$ cat config.mk
export PLATFORM = sky130hd
export DESIGN_NAME = fpna_lif_array_flat
export DESIGN_NICKNAME = d
export VERILOG_FILES = /design/src/rtl/fpna_pkg.sv /design/src/rtl/fpna_lif_array_if.sv /design/src/rtl/fpna_lif_neuron.sv /design/src/rtl/fpna_lif_array.sv /design/src/flat_wrapper.sv
export SDC_FILE = /design/constraint.sdc
export NUM_CORES = 1
export LEC_CHECK = 0
export CAP_MARGIN = 20
export CORE_MARGIN = 2
export CORE_UTILIZATION = 33
export DETAILED_ROUTE_END_ITERATION = 8
export PLACE_DENSITY_LB_ADDON = 0.12
export SKIP_CTS_REPAIR_TIMING = 1
export SYNTH_ARGS = -nofsm -noshare
export SYNTH_HDL_FRONTEND = slang
export SYNTH_SLANG_ARGS = --single-unit
$ cat constraint.sdc
create_clock -name clk -period 12.1 [get_ports clk]
set_input_delay 3.63 -clock clk [delete_from_list [all_inputs] [get_ports clk]]
set_output_delay 3.63 -clock clk [all_outputs]
set_load 0.1 [all_outputs]
$ cat src/rtl/fpna_pkg.sv
// fpna_pkg: shared sizing helpers and arithmetic for the LIF neuron array.
//   cfg_block_len / cfg_len : per-neuron and total config chain lengths
//   W_OFS / leak_ofs / thr_ofs : field offsets inside one neuron block
//   thr_max / THR_RESET        : largest positive potential (threshold reset value)
//   sat                        : clamp a wide accumulator to a signed POT_BITS range
package fpna_pkg;

    localparam int DEF_N_NEURONS = 4;
    localparam int DEF_N_INPUTS  = 4;
    localparam int DEF_W_BITS    = 4;
    localparam int DEF_POT_BITS  = 8;

    localparam int LEAK_BITS = 2;
    localparam int REFR_BITS = 4;

    // Weights occupy the low end of each block, weight j at j*W_BITS.
    localparam int W_OFS = 0;

    function automatic int leak_ofs(input int n_inputs, input int w_bits);
        return W_OFS + n_inputs * w_bits;
    endfunction

    function automatic int thr_ofs(input int n_inputs, input int w_bits);
        return leak_ofs(n_inputs, w_bits) + LEAK_BITS;
    endfunction

    function automatic int cfg_block_len(input int pot_bits, input int n_inputs,
                                         input int w_bits);
        return pot_bits + LEAK_BITS + n_inputs * w_bits;
    endfunction

    function automatic int cfg_len(input int n_neurons, input int pot_bits,
                                   input int n_inputs, input int w_bits);
        return n_neurons * cfg_block_len(pot_bits, n_inputs, w_bits);
    endfunction

    function automatic int thr_max(input int pot_bits);
        return (1 << (pot_bits - 1)) - 1;
    endfunction

    localparam int THR_RESET = thr_max(DEF_POT_BITS);

    function automatic int sat(input int acc, input int pot_bits);
        int hi;
        int lo;
        hi = thr_max(pot_bits);
        lo = -hi - 1;
        if (acc > hi) begin
            return hi;
        end
        if (acc < lo) begin
            return lo;
        end
        return acc;
    endfunction

endpackage

$ cat src/rtl/fpna_lif_array_if.sv
// fpna_lif_array_if: pin-level bundle of the LIF array.
//   step, spike_in          : timestep strobe and input spike vector
//   cfg_en, cfg_data, cfg_out : bit-serial config chain in/out
//   spike_out, spike_valid  : registered spike pulses and step-complete pulse
//   mon_sel, mon_pot        : potential monitor select and value
// master drives the stimulus side, slave is the array.
interface fpna_lif_array_if #(
    parameter int N_NEURONS = 4,
    parameter int N_INPUTS  = 4,
    parameter int POT_BITS  = 8
);
    localparam int SEL_BITS = (N_NEURONS > 1) ? $clog2(N_NEURONS) : 1;

    logic                 step;
    logic [N_INPUTS-1:0]  spike_in;
    logic                 cfg_en;
    logic                 cfg_data;
    logic                 cfg_out;
    logic [N_NEURONS-1:0] spike_out;
    logic                 spike_valid;
    logic [SEL_BITS-1:0]  mon_sel;
    logic [POT_BITS-1:0]  mon_pot;

    modport master (
        output step, spike_in, cfg_en, cfg_data, mon_sel,
        input  cfg_out, spike_out, spike_valid, mon_pot
    );

    modport slave (
        input  step, spike_in, cfg_en, cfg_data, mon_sel,
        output cfg_out, spike_out, spike_valid, mon_pot
    );

endinterface

$ cat src/rtl/fpna_lif_neuron.sv
// fpna_lif_neuron: one leaky integrate-and-fire neuron.
//   clk, reset : clock, synchronous active-high reset
//   step_en    : perform one timestep update this cycle
//   weights    : N_INPUTS signed weights, weight j at [j*W_BITS +: W_BITS]
//   thr, leak  : signed firing threshold, leak shift (0 = no leak)
//   spike_in   : input spikes for this timestep
//   v          : membrane potential (signed)
//   spike      : one-cycle spike pulse, registered
module fpna_lif_neuron
    import fpna_pkg::*;
#(
    parameter int N_INPUTS      = 4,
    parameter int W_BITS        = 4,
    parameter int POT_BITS      = 8,
    parameter int REFRAC_CYCLES = 2
) (
    input  logic                         clk,
    input  logic                         reset,
    input  logic                         step_en,
    input  logic [N_INPUTS*W_BITS-1:0]   weights,
    input  logic [POT_BITS-1:0]          thr,
    input  logic [LEAK_BITS-1:0]         leak,
    input  logic [N_INPUTS-1:0]          spike_in,
    output logic [POT_BITS-1:0]          v,
    output logic                         spike
);

    // Wide enough that the leak term plus every weight can never overflow
    // before saturation.
    localparam int ACC_BITS = POT_BITS + W_BITS + $clog2(N_INPUTS) + 1;
    localparam logic [REFR_BITS-1:0] REFR_LOAD = REFR_BITS'(REFRAC_CYCLES);

    logic [REFR_BITS-1:0]        refr;
    logic signed [POT_BITS-1:0]  v_s;
    logic signed [POT_BITS-1:0]  thr_s;
    logic signed [POT_BITS-1:0]  leak_term;
    logic signed [W_BITS-1:0]    w_j;
    logic signed [ACC_BITS-1:0]  acc;
    logic signed [ACC_BITS-1:0]  term_ext;
    int                          acc_i;
    int                          sat_i;
    logic                        fire;

    assign v_s   = $signed(v);
    assign thr_s = $signed(thr);

    always_comb begin
        leak_term = '0;
        w_j       = '0;
        if (leak != '0) begin
            leak_term = v_s >>> leak;
        end
        acc      = ACC_BITS'(v_s);
        term_ext = ACC_BITS'(leak_term);
        acc      = acc - term_ext;
        for (int j = 0; j < N_INPUTS; j++) begin
            w_j      = $signed(weights[j*W_BITS +: W_BITS]);
            term_ext = ACC_BITS'(w_j);
            if (spike_in[j]) begin
                acc = acc + term_ext;
            end
        end
        acc_i = int'(acc);
        sat_i = sat(acc_i, POT_BITS);
        fire  = (sat_i >= int'(thr_s));
    end

    always_ff @(posedge clk) begin
        if (reset) begin
            v     <= '0;
            refr  <= '0;
            spike <= 1'b0;
        end else if (step_en) begin
            spike <= 1'b0;
            if (refr != '0) begin
                refr <= refr - 1'b1;
                v    <= '0;
            end else if (fire) begin
                spike <= 1'b1;
                v     <= '0;
                refr  <= REFR_LOAD;
            end else begin
                v <= POT_BITS'(sat_i);
            end
        end else begin
            spike <= 1'b0;
        end
    end

endmodule

$ cat src/rtl/fpna_lif_array.sv
// fpna_lif_array: parametrised array of LIF neurons with a bit-serial config chain.
//   clk, reset : clock, synchronous active-high reset
//   bus        : fpna_lif_array_if.slave (step/spike_in, cfg chain, spike_out,
//                spike_valid, potential monitor)
// Chain layout, MSB first: block[N_NEURONS-1] .. block[0], each block being
// {thr, leak, w[N_INPUTS-1] .. w[0]}. Config shifting outranks step.
module fpna_lif_array
    import fpna_pkg::*;
#(
    parameter int N_NEURONS     = 4,
    parameter int N_INPUTS      = 4,
    parameter int W_BITS        = 4,
    parameter int POT_BITS      = 8,
    parameter int REFRAC_CYCLES = 2
) (
    input  logic            clk,
    input  logic            reset,
    fpna_lif_array_if.slave bus
);

    localparam int BLK     = cfg_block_len(POT_BITS, N_INPUTS, W_BITS);
    localparam int CFG_LEN = cfg_len(N_NEURONS, POT_BITS, N_INPUTS, W_BITS);
    localparam int WB      = N_INPUTS * W_BITS;
    localparam int LEAK_O  = leak_ofs(N_INPUTS, W_BITS);
    localparam int THR_O   = thr_ofs(N_INPUTS, W_BITS);

    // Zero weights and leak, every threshold at +max so nothing fires
    // until the chain is loaded.
    function automatic logic [CFG_LEN-1:0] chain_init();
        logic [CFG_LEN-1:0] c;
        c = '0;
        for (int i = 0; i < N_NEURONS; i++) begin
            c[i*BLK + THR_O +: POT_BITS] = POT_BITS'(thr_max(POT_BITS));
        end
        return c;
    endfunction

    localparam logic [CFG_LEN-1:0] CHAIN_RESET = chain_init();

    logic [CFG_LEN-1:0]   chain;
    logic                 step_en;
    logic                 spike_valid_q;
    logic [N_NEURONS-1:0] spike_vec;
    logic [POT_BITS-1:0]  v_all [N_NEURONS];
    logic [POT_BITS-1:0]  mon_pot_c;

    assign step_en = bus.step & ~bus.cfg_en;

    always_ff @(posedge clk) begin
        if (reset) begin
            chain <= CHAIN_RESET;
        end else if (bus.cfg_en) begin
            chain <= {chain[CFG_LEN-2:0], bus.cfg_data};
        end
    end

    always_ff @(posedge clk) begin
        if (reset) begin
            spike_valid_q <= 1'b0;
        end else begin
            spike_valid_q <= step_en;
        end
    end

    for (genvar i = 0; i < N_NEURONS; i++) begin : g_neuron
        fpna_lif_neuron #(
            .N_INPUTS      (N_INPUTS),
            .W_BITS        (W_BITS),
            .POT_BITS      (POT_BITS),
            .REFRAC_CYCLES (REFRAC_CYCLES)
        ) u_neuron (
            .clk      (clk),
            .reset    (reset),
            .step_en  (step_en),
            .weights  (chain[i*BLK + W_OFS +: WB]),
            .thr      (chain[i*BLK + THR_O +: POT_BITS]),
            .leak     (chain[i*BLK + LEAK_O +: LEAK_BITS]),
            .spike_in (bus.spike_in),
            .v        (v_all[i]),
            .spike    (spike_vec[i])
        );
    end

    // Out-of-range selects (non power-of-two arrays) read as zero.
    always_comb begin
        mon_pot_c = '0;
        if (int'(bus.mon_sel) < N_NEURONS) begin
            mon_pot_c = v_all[bus.mon_sel];
        end
    end

    assign bus.cfg_out     = chain[CFG_LEN-1];
    assign bus.spike_out   = spike_vec;
    assign bus.spike_valid = spike_valid_q;
    assign bus.mon_pot     = mon_pot_c;

endmodule

$ cat src/flat_wrapper.sv
// flat-port wrapper written by rule: the top's interface ports become plain ports
module fpna_lif_array_flat import fpna_pkg::*;
#(
    parameter int N_NEURONS     = 4,
    parameter int N_INPUTS      = 4,
    parameter int W_BITS        = 4,
    parameter int POT_BITS      = 8,
    parameter int REFRAC_CYCLES = 2
)
  (clk, reset, bus_step, bus_spike_in, bus_cfg_en, bus_cfg_data, bus_mon_sel, bus_cfg_out, bus_spike_out, bus_spike_valid, bus_mon_pot);
  fpna_lif_array_if #(.N_NEURONS(N_NEURONS), .N_INPUTS(N_INPUTS), .POT_BITS(POT_BITS)) bus_i ();
  input  logic clk;
  input  logic reset;
  input wire logic [$bits(bus_i.step)-1:0] bus_step;
  input wire logic [$bits(bus_i.spike_in)-1:0] bus_spike_in;
  input wire logic [$bits(bus_i.cfg_en)-1:0] bus_cfg_en;
  input wire logic [$bits(bus_i.cfg_data)-1:0] bus_cfg_data;
  input wire logic [$bits(bus_i.mon_sel)-1:0] bus_mon_sel;
  output wire logic [$bits(bus_i.cfg_out)-1:0] bus_cfg_out;
  output wire logic [$bits(bus_i.spike_out)-1:0] bus_spike_out;
  output wire logic [$bits(bus_i.spike_valid)-1:0] bus_spike_valid;
  output wire logic [$bits(bus_i.mon_pot)-1:0] bus_mon_pot;
  assign bus_i.step = bus_step;
  assign bus_i.spike_in = bus_spike_in;
  assign bus_i.cfg_en = bus_cfg_en;
  assign bus_i.cfg_data = bus_cfg_data;
  assign bus_i.mon_sel = bus_mon_sel;
  assign bus_cfg_out = bus_i.cfg_out;
  assign bus_spike_out = bus_i.spike_out;
  assign bus_spike_valid = bus_i.spike_valid;
  assign bus_mon_pot = bus_i.mon_pot;
  fpna_lif_array #(.N_NEURONS(N_NEURONS), .N_INPUTS(N_INPUTS), .W_BITS(W_BITS), .POT_BITS(POT_BITS), .REFRAC_CYCLES(REFRAC_CYCLES)) u_core (.clk(clk), .reset(reset), .bus(bus_i));
endmodule
==> results of run 1 <==
[final cells by class]
cell class / count / area, um2 / area share [%]
multi-input cells: 2300 / 17080 / 65.28
inverters: 164 / 615.6 / 2.353
clock inverters: 15 / 170.2 / 0.6503
well taps: 846 / 1059 / 4.045
clock buffers: 17 / 425.4 / 1.626
repair buffers: 480 / 3671 / 14.03
flip-flops and latches: 157 / 3143 / 12.01
[stage by stage]
step           area (um2)  cells
6_report            26170   3979
5_1_grt             26170   3979
4_1_cts             25770   3966
3_5_place_dp        25170   3934
3_3_place_gp        25170   3934
2_1_floorplan       20960   2720
[worst max-delay path, delay by kind of cell]
family          cells  cell delay [ns]
compound gates     15             2.79
simple gates       10             2.55
fa+ha+maj           5             1.50
mux                 3             0.83
xor+xnor            2             0.36
buf+inv             3             0.35
[final timing paths]
path | from | end | cells past startpoint
hold reg to reg | u_core.g_neuron[2].u_neuron.refr[1] | u_core.g_neuron[2].u_neuron.refr[1] | 2
setup reg to reg | u_core.chain[43] | u_core.g_neuron[1].u_neuron.refr[1] | 49
hold / removal | u_core.g_neuron[2].u_neuron.refr[1] | u_core.g_neuron[2].u_neuron.refr[1] | 2
setup / recovery | bus_spike_in[0] | u_core.g_neuron[1].u_neuron.refr[1] | 38
[logic make-up after synthesis]
logic type                 Yosys count  synth area share [%]
and+or+nand+nor                    825                 18.27
AOI/OAI and AO/OA                  871                 28.36
adders and majority gates          308                 19.12
muxes                              169                 8.838
DFF                                157                 15.01
buffers and inverters              263                 4.888
xor gates and xnor gates           127                 5.516
[flip-flops by register name, indices dropped and copies added, names as in the netlist]
name and flops:
u_core.bus.spike_valid 1, u_core.chain 104, u_core.g_neuron.u_neuron.refr 16, u_core.g_neuron.u_neuron.spike 4
u_core.g_neuron.u_neuron.v 32
[cell usage after synthesis (10+ instances only)]
| cell | instances | area (um2) |
|---|---|---|
| or3_1 | 17 | 106.4 |
| nand2b_1 | 35 | 219.0 |
| inv_1 | 161 | 604.3 |
| mux2i_1 | 114 | 1141 |
| and3_1 | 11 | 68.82 |
| o21ai_0 | 161 | 805.8 |
| a21boi_0 | 18 | 135.1 |
| o211ai_1 | 49 | 367.9 |
| nor2_1 | 314 | 1179 |
| and2_1 | 10 | 62.56 |
| o31ai_1 | 16 | 120.1 |
| a22oi_1 | 15 | 112.6 |
| a211o_1 | 13 | 113.9 |
| nand3_1 | 42 | 210.2 |
| nand2_1 | 214 | 803.3 |
| a31oi_1 | 17 | 106.4 |
| ha_1 | 288 | 3603 |
| mux2_2 | 47 | 529.3 |
| nor2b_1 | 55 | 344.1 |
| nor3_1 | 54 | 270.3 |
| xor2_1 | 55 | 481.7 |
| o22ai_1 | 11 | 68.82 |
| o21ai_1 | 11 | 55.05 |
| a21oi_1 | 179 | 895.9 |
| dfxtp_1 | 157 | 3143 |
| o21bai_1 | 17 | 127.6 |
| a22o_1 | 28 | 245.2 |
| nand4_1 | 10 | 62.56 |
| o21a_1 | 88 | 660.6 |
| a221oi_1 | 15 | 131.4 |
| fa_1 | 20 | 400.4 |
| clkbuf_1 | 70 | 262.8 |
| a211oi_1 | 54 | 405.4 |
| xnor2_1 | 69 | 604.3 |
| o2111ai_1 | 11 | 96.34 |
| buf_1 | 20 | 75.07 |
| nor3b_1 | 13 | 97.59 |
| o31a_1 | 13 | 113.9 |
| a21o_1 | 76 | 570.6 |
[layer usage]
layer,vias to the layer above,wire [um]
met5,-,0
met4,0,1010
met3,49,2067
met2,299,31200
met1,9994,34460
li1,10799,-
[power by group through the flow]
stage / clock, W / sequential, W / combinational (W)
after floorplan: 0 / 0.000623 / 0.00316
after global placement: 0 / 0.000658 / 0.00521
after detailed placement: 0 / 0.000660 / 0.00525
after CTS: 0.000580 / 0.000648 / 0.00529
after global routing: 0.000597 / 0.000655 / 0.00602
final: 0.000559 / 0.000648 / 0.00545
==> out/metrics.cfg, run 1 <==
[sta]
setup_viol = 0
fin_tns_setup_ns = 0
skew_ns = 0.01299
drv_slew = 0
max_freq_mhz = 85.93
fin_crit_ns = 11.64
fin_ws_ns = 0.4621
fin_crit_sh_pct = 96.18
slew_headroom_pct = 33.49
finalHoldViolations = 0
timing.hold.ws_ns = 0.4731
tightest_slew_ns = 0.9945

[global_route]
grt_use_met2_pct = 34.13
grt_pass1_wl_mm = 110.1
grtUsageMet1_pct = 28.92
track_usage_pct = 20.76
antenna_found_initial = 0
grt_start_max_net_pins = 93
overflow = 0
grtUsageMet3_pct = 2.406
grt_busiest_layer = met2
grt_pass1_vias = 20387

[placed_design]
place_ws_ns = -0.4303
gp_congestion = 0.8824
numPortBuffers = 24
dpl.hpwl_mm = 54.86

[power_and_ir_drop]
clkPwrFrac_pct = 8.4
sw_frac_of_total_pct = 46.82
power.leakage_nw = 12.40
pwr-share-seq_pct = 9.7
peakVddDrop_v = 0.0001177
intPower_w = 0.003538
combPwrFrac_pct = 81.9
cellPowerDensity_mw_per_mm2 = 254.3
netSwitchingPower_w = 0.003116
totalPowerFinal_w = 0.006654

[synth]
avgSynthCellArea_um2 = 7.698
synth-seq-cells = 157
synth_ff_type = dfxtp_1
netlist_area_mm2 = 0.02094
syn-num-nets = 3039
netlist_instances = 2720
yosys_warnings = 0
synthArstFlopShare_pct = 0
synth_edf_count = 0
yosysUniqueCellTypes = 88
synth_seq_area_share_pct = 15.01

[worst_setup_path]
slowest_delay_ns = 0.67
crit_path_start_kind = primary input
path_class = primary input to flop
critPathArrivalTime_ns = 12.02
path_max_fanout = 7
ff2ff_setup_slack_ns = 0.77
end_kind = flop
cp_slowest_cell = or4b_2
crit_top_cell = ha_1
cp.required_ns = 12.49

[floorplanning]
die_x_um = 255.9
dieArea_mm2 = 0.06548
core_area_mm2 = 0.06285
start_util_pct = 33.31
rows = 92
ios = 25
die_y_um = 255.9

[clocking]
clk_pin_slew_ns = 0.08
cts_sinks = 157
clockBufferDepth = 2
cts_root_buf = clkbuf_16
cts_inserted_buffers = 17
cts_tree = done
htreeDepth = 4
clk_latency_ns = 0.49

[hold_path]
hp-class = flop to flop

[routing]
drc = 0
routed_via_density = 5.313
vias = 21141
ant_nets = 0
drtIter0Drc = 1127
routed_wl_mm = 68.74
wl_per_cell_um = 17.27
firstDrtPassIters = 7

[job]
drv_cap = 0

[run_status]
status = finished, final reports clean

[cells_and_area]
area_delta_synth_final_pct = 24.97
nFillCells = 6475
final_cell_mix = buf_4 (454), nor2_1 (312), ha_1 (280), nand2_1 (214), a21oi_1 (169)
final_util_pct = 41.63
nets = 3439
drive_gt1_share_pct = 20.56
layout_commonest_cell = buf_4
antenna_cells = 0

(Power assumes the default switching activity.)
==> run 2, diff against run 1 <==
--- a/config.mk
+++ b/config.mk
@@ -11,6 +11,7 @@
 export DETAILED_ROUTE_END_ITERATION = 8
 export PLACE_DENSITY_LB_ADDON = 0.12
 export SKIP_CTS_REPAIR_TIMING = 1
+export SLEW_MARGIN = 0
 export SYNTH_ARGS = -nofsm -noshare
 export SYNTH_HDL_FRONTEND = slang
 export SYNTH_SLANG_ARGS = --single-unit
==> results of run 2 <==
Final layout, timing and power as in run 1 (identical DEF).
==> run 3, diff against run 2 <==
--- a/config.mk
+++ b/config.mk
@@ -8,6 +8,7 @@
 export CAP_MARGIN = 20
 export CORE_MARGIN = 2
 export CORE_UTILIZATION = 33
+export CTS_BUF_LIST = sky130_fd_sc_hd__clkbuf_4 sky130_fd_sc_hd__clkbuf_8 sky130_fd_sc_hd__clkbuf_16
 export DETAILED_ROUTE_END_ITERATION = 8
 export PLACE_DENSITY_LB_ADDON = 0.12
 export SKIP_CTS_REPAIR_TIMING = 1
==> results of run 3 <==
Final layout, timing and power as in run 1 (identical DEF).
==> variant: new RTL, settings of run 3 <==
The package constant `LEAK_BITS` goes from 2 to 4.
--- a/src/rtl/fpna_pkg.sv
+++ b/src/rtl/fpna_pkg.sv
@@ -10,7 +10,7 @@
     localparam int DEF_W_BITS    = 4;
     localparam int DEF_POT_BITS  = 8;
 
-    localparam int LEAK_BITS = 2;
+    localparam int LEAK_BITS = 4;
     localparam int REFR_BITS = 4;
 
     // Weights occupy the low end of each block, weight j at j*W_BITS.
Check against the original RTL: same outputs for any inputs over 4 cycles, from zero or initial values and one cycle with reset high; that may be too few to reach the edited logic, so the function may still have changed.
==> variant against run 3 <==
  * Total power rose by 19%
  * Maximum frequency rose by 0.23%
  * Sequential cell count rose by 8
  * Cell count fell by 0.90%
  * Hold slack got worse by 0.0011 ns
  * Clock power rose by 3%
  * Routed wire length rose by 2.0%
  * Synthesized area rose by 4.2%
  * Setup slack improved by 0.027 ns
  * Final area fell by 1.2%
  * Critical endpoint is now u_core.g_neuron[0].u_neuron.v[5]
==> variant: results (changes against run 3) <==
Global routing
  – Antenna violations before repair: 1 (+1)
  – Vias in the first global route: 20,906 (+2.5%)
  – Largest net degree at the start of global routing: 56 (-40%)
  – GRT Util Overall: 20.6% (-0.12 points)

Drt
  – Mean number of vias per cell: 5.43 (+2.2%)
  – Met2 wire length: 32.3 mm (+3.4%)
  – DR iter-0 viols: 1,188 (+5.4%)
  – Wire per inst: 17.8 um (+2.9%)
  – WL met3: 2.18 mm (+5.3%)
  – Met1 WL: 34.2 mm (-0.75%)
  – Drt first pass iters: 6 (-1)

Power
  – Pwr dens: 307 nW/um^2 (+21%)
  – Comb pwr share: 83.8% (+1.9 points)
  – Worst VDD drop: 0.000113 V (-3.8%)
  – Leak: 11.9 nW (-4.0%)
  – Sw Ratio: 48.5% (+1.7 points)

Finish
  – Share of layout cells above drive strength 1: 16.8% (-3.8 points)
  – Clkbuf count: 21 (+4)
  – Non-clock buffer share: 9.80% (-4.2 points)
  – Fin util: 39.4% (-2.2 points)
  – NumNets Final: 3,386 (-1.5%)
  – Largest regs: u_core.chain: 112 flops, u_core.g_neuron.u_neuron.v: 32 flops, u_core.g_neuron.u_neuron.refr: 16 flops
  – Sequential cell area: 3320 um^2 (+5.5%)
  – Count of filler cells inserted in the layout: 6,735 (+4.0%)
  – Multi-input combinational area share: 68.6% (+3.3 points)
  – Multi-input logic area: 17,700 um^2 (+3.8%)

Worst setup path
  – FF-to-FF End: u_core.g_neuron[0].u_neuron.v[5]
  – Reg2reg path depth: 53 (+8.2%)
  – CP Max Fanout: 7 (unchanged)
  – Critical Path End: u_core.g_neuron[0].u_neuron.v[5]
  – Slowest CP cell: or4_1
  – Worst r2r src: u_core.chain[16]
  – Crit path largest cell delay: 0.40 ns (-0.27 ns)

Yosys
  – Synth Register Bits: 165 (+5.1%)
  – Multiplexer share of the synthesized area: 9.39% (+0.55 points)
  – Synth Area in Adders: 18.3% (-0.78 points)
  – Compound-cell area share of the yosys netlist: 27.0% (-1.3 points)
  – Synthesized net count: 3,160 (+4.0%)
  – Syn Area/Cell: 7.68 um^2 (-0.20%)
  – Seq/Total Area, Yosys: 15.1% (+0.12 points)
  – Count of cell types in the netlist: 96 (+9.1%)
  – Synth Area in XOR/XNOR: 5.33% (-0.19 points)
  – FFs w/ async S/R, synth: 0% (unchanged)
  – Top cell types by occurrence after synthesis: 330 x nor2_1, 288 x ha_1, 211 x a21oi_1

STA
  – Final worst slack: 0.489 ns (+0.0269 ns)
  – Final hold slack: 0.472 ns (-0.00112 ns)
  – Least-Margin Pin Slew: 1.11 ns (+0.113 ns)
  – Fin Clk Skew: 0.0105 ns (-0.00246 ns)

Placement
  – Placed insts: 3,904 (-0.76%)
  – Post-DP Area: 24,900 um^2 (-1.1%)
  – HPWL Detailed: 55.6 mm (+1.4%)
  – Routability cong.: 0.878 (-0.49%)

Min path
  – Hold EP: u_core.g_neuron[2].u_neuron.v[0]
  – Min-delay src: u_core.g_neuron[2].u_neuron.v[0]

Status
  – Status: complete, no violations
variant: cell types whose count changed after synthesis, moves of 10 or more:
cell / change
a21oi_1: +32
o21a_1: -18
nand2b_1: +17
nor2_1: +16
mux2_2: +13
a31oi_1: +12
a21boi_0: -11
buf_2: +10
clkbuf_1: +10
nor3_1: -10
variant: kinds of logic after synthesis:
kind of cell / Yosys count
AOI/OAI and AO/OA: 872
xor gates and xnor gates: 128
adders and majority gates: 308
buffers and inverters: 279
DFF: 165
muxes: 186
and+or+nand+nor: 903
variant: per-layer routing:
metal	vias to the layer above	track usage, %
met2	295	34.5
met1	10141	27.7
met5	-	0
met3	67	2.82
met4	0	5.78
li1	10903	-
variant: worst max-delay path: cells and delay by family:
| kind | cells | cell delay, ns |
|---|---|---|
| compound gates | 18 | 3.24 |
| xor+xnor | 1 | 0.16 |
| fa+ha+maj | 6 | 1.67 |
| buf+inv | 6 | 0.86 |
| mux | 1 | 0.27 |
| simple gates | 11 | 2.19 |
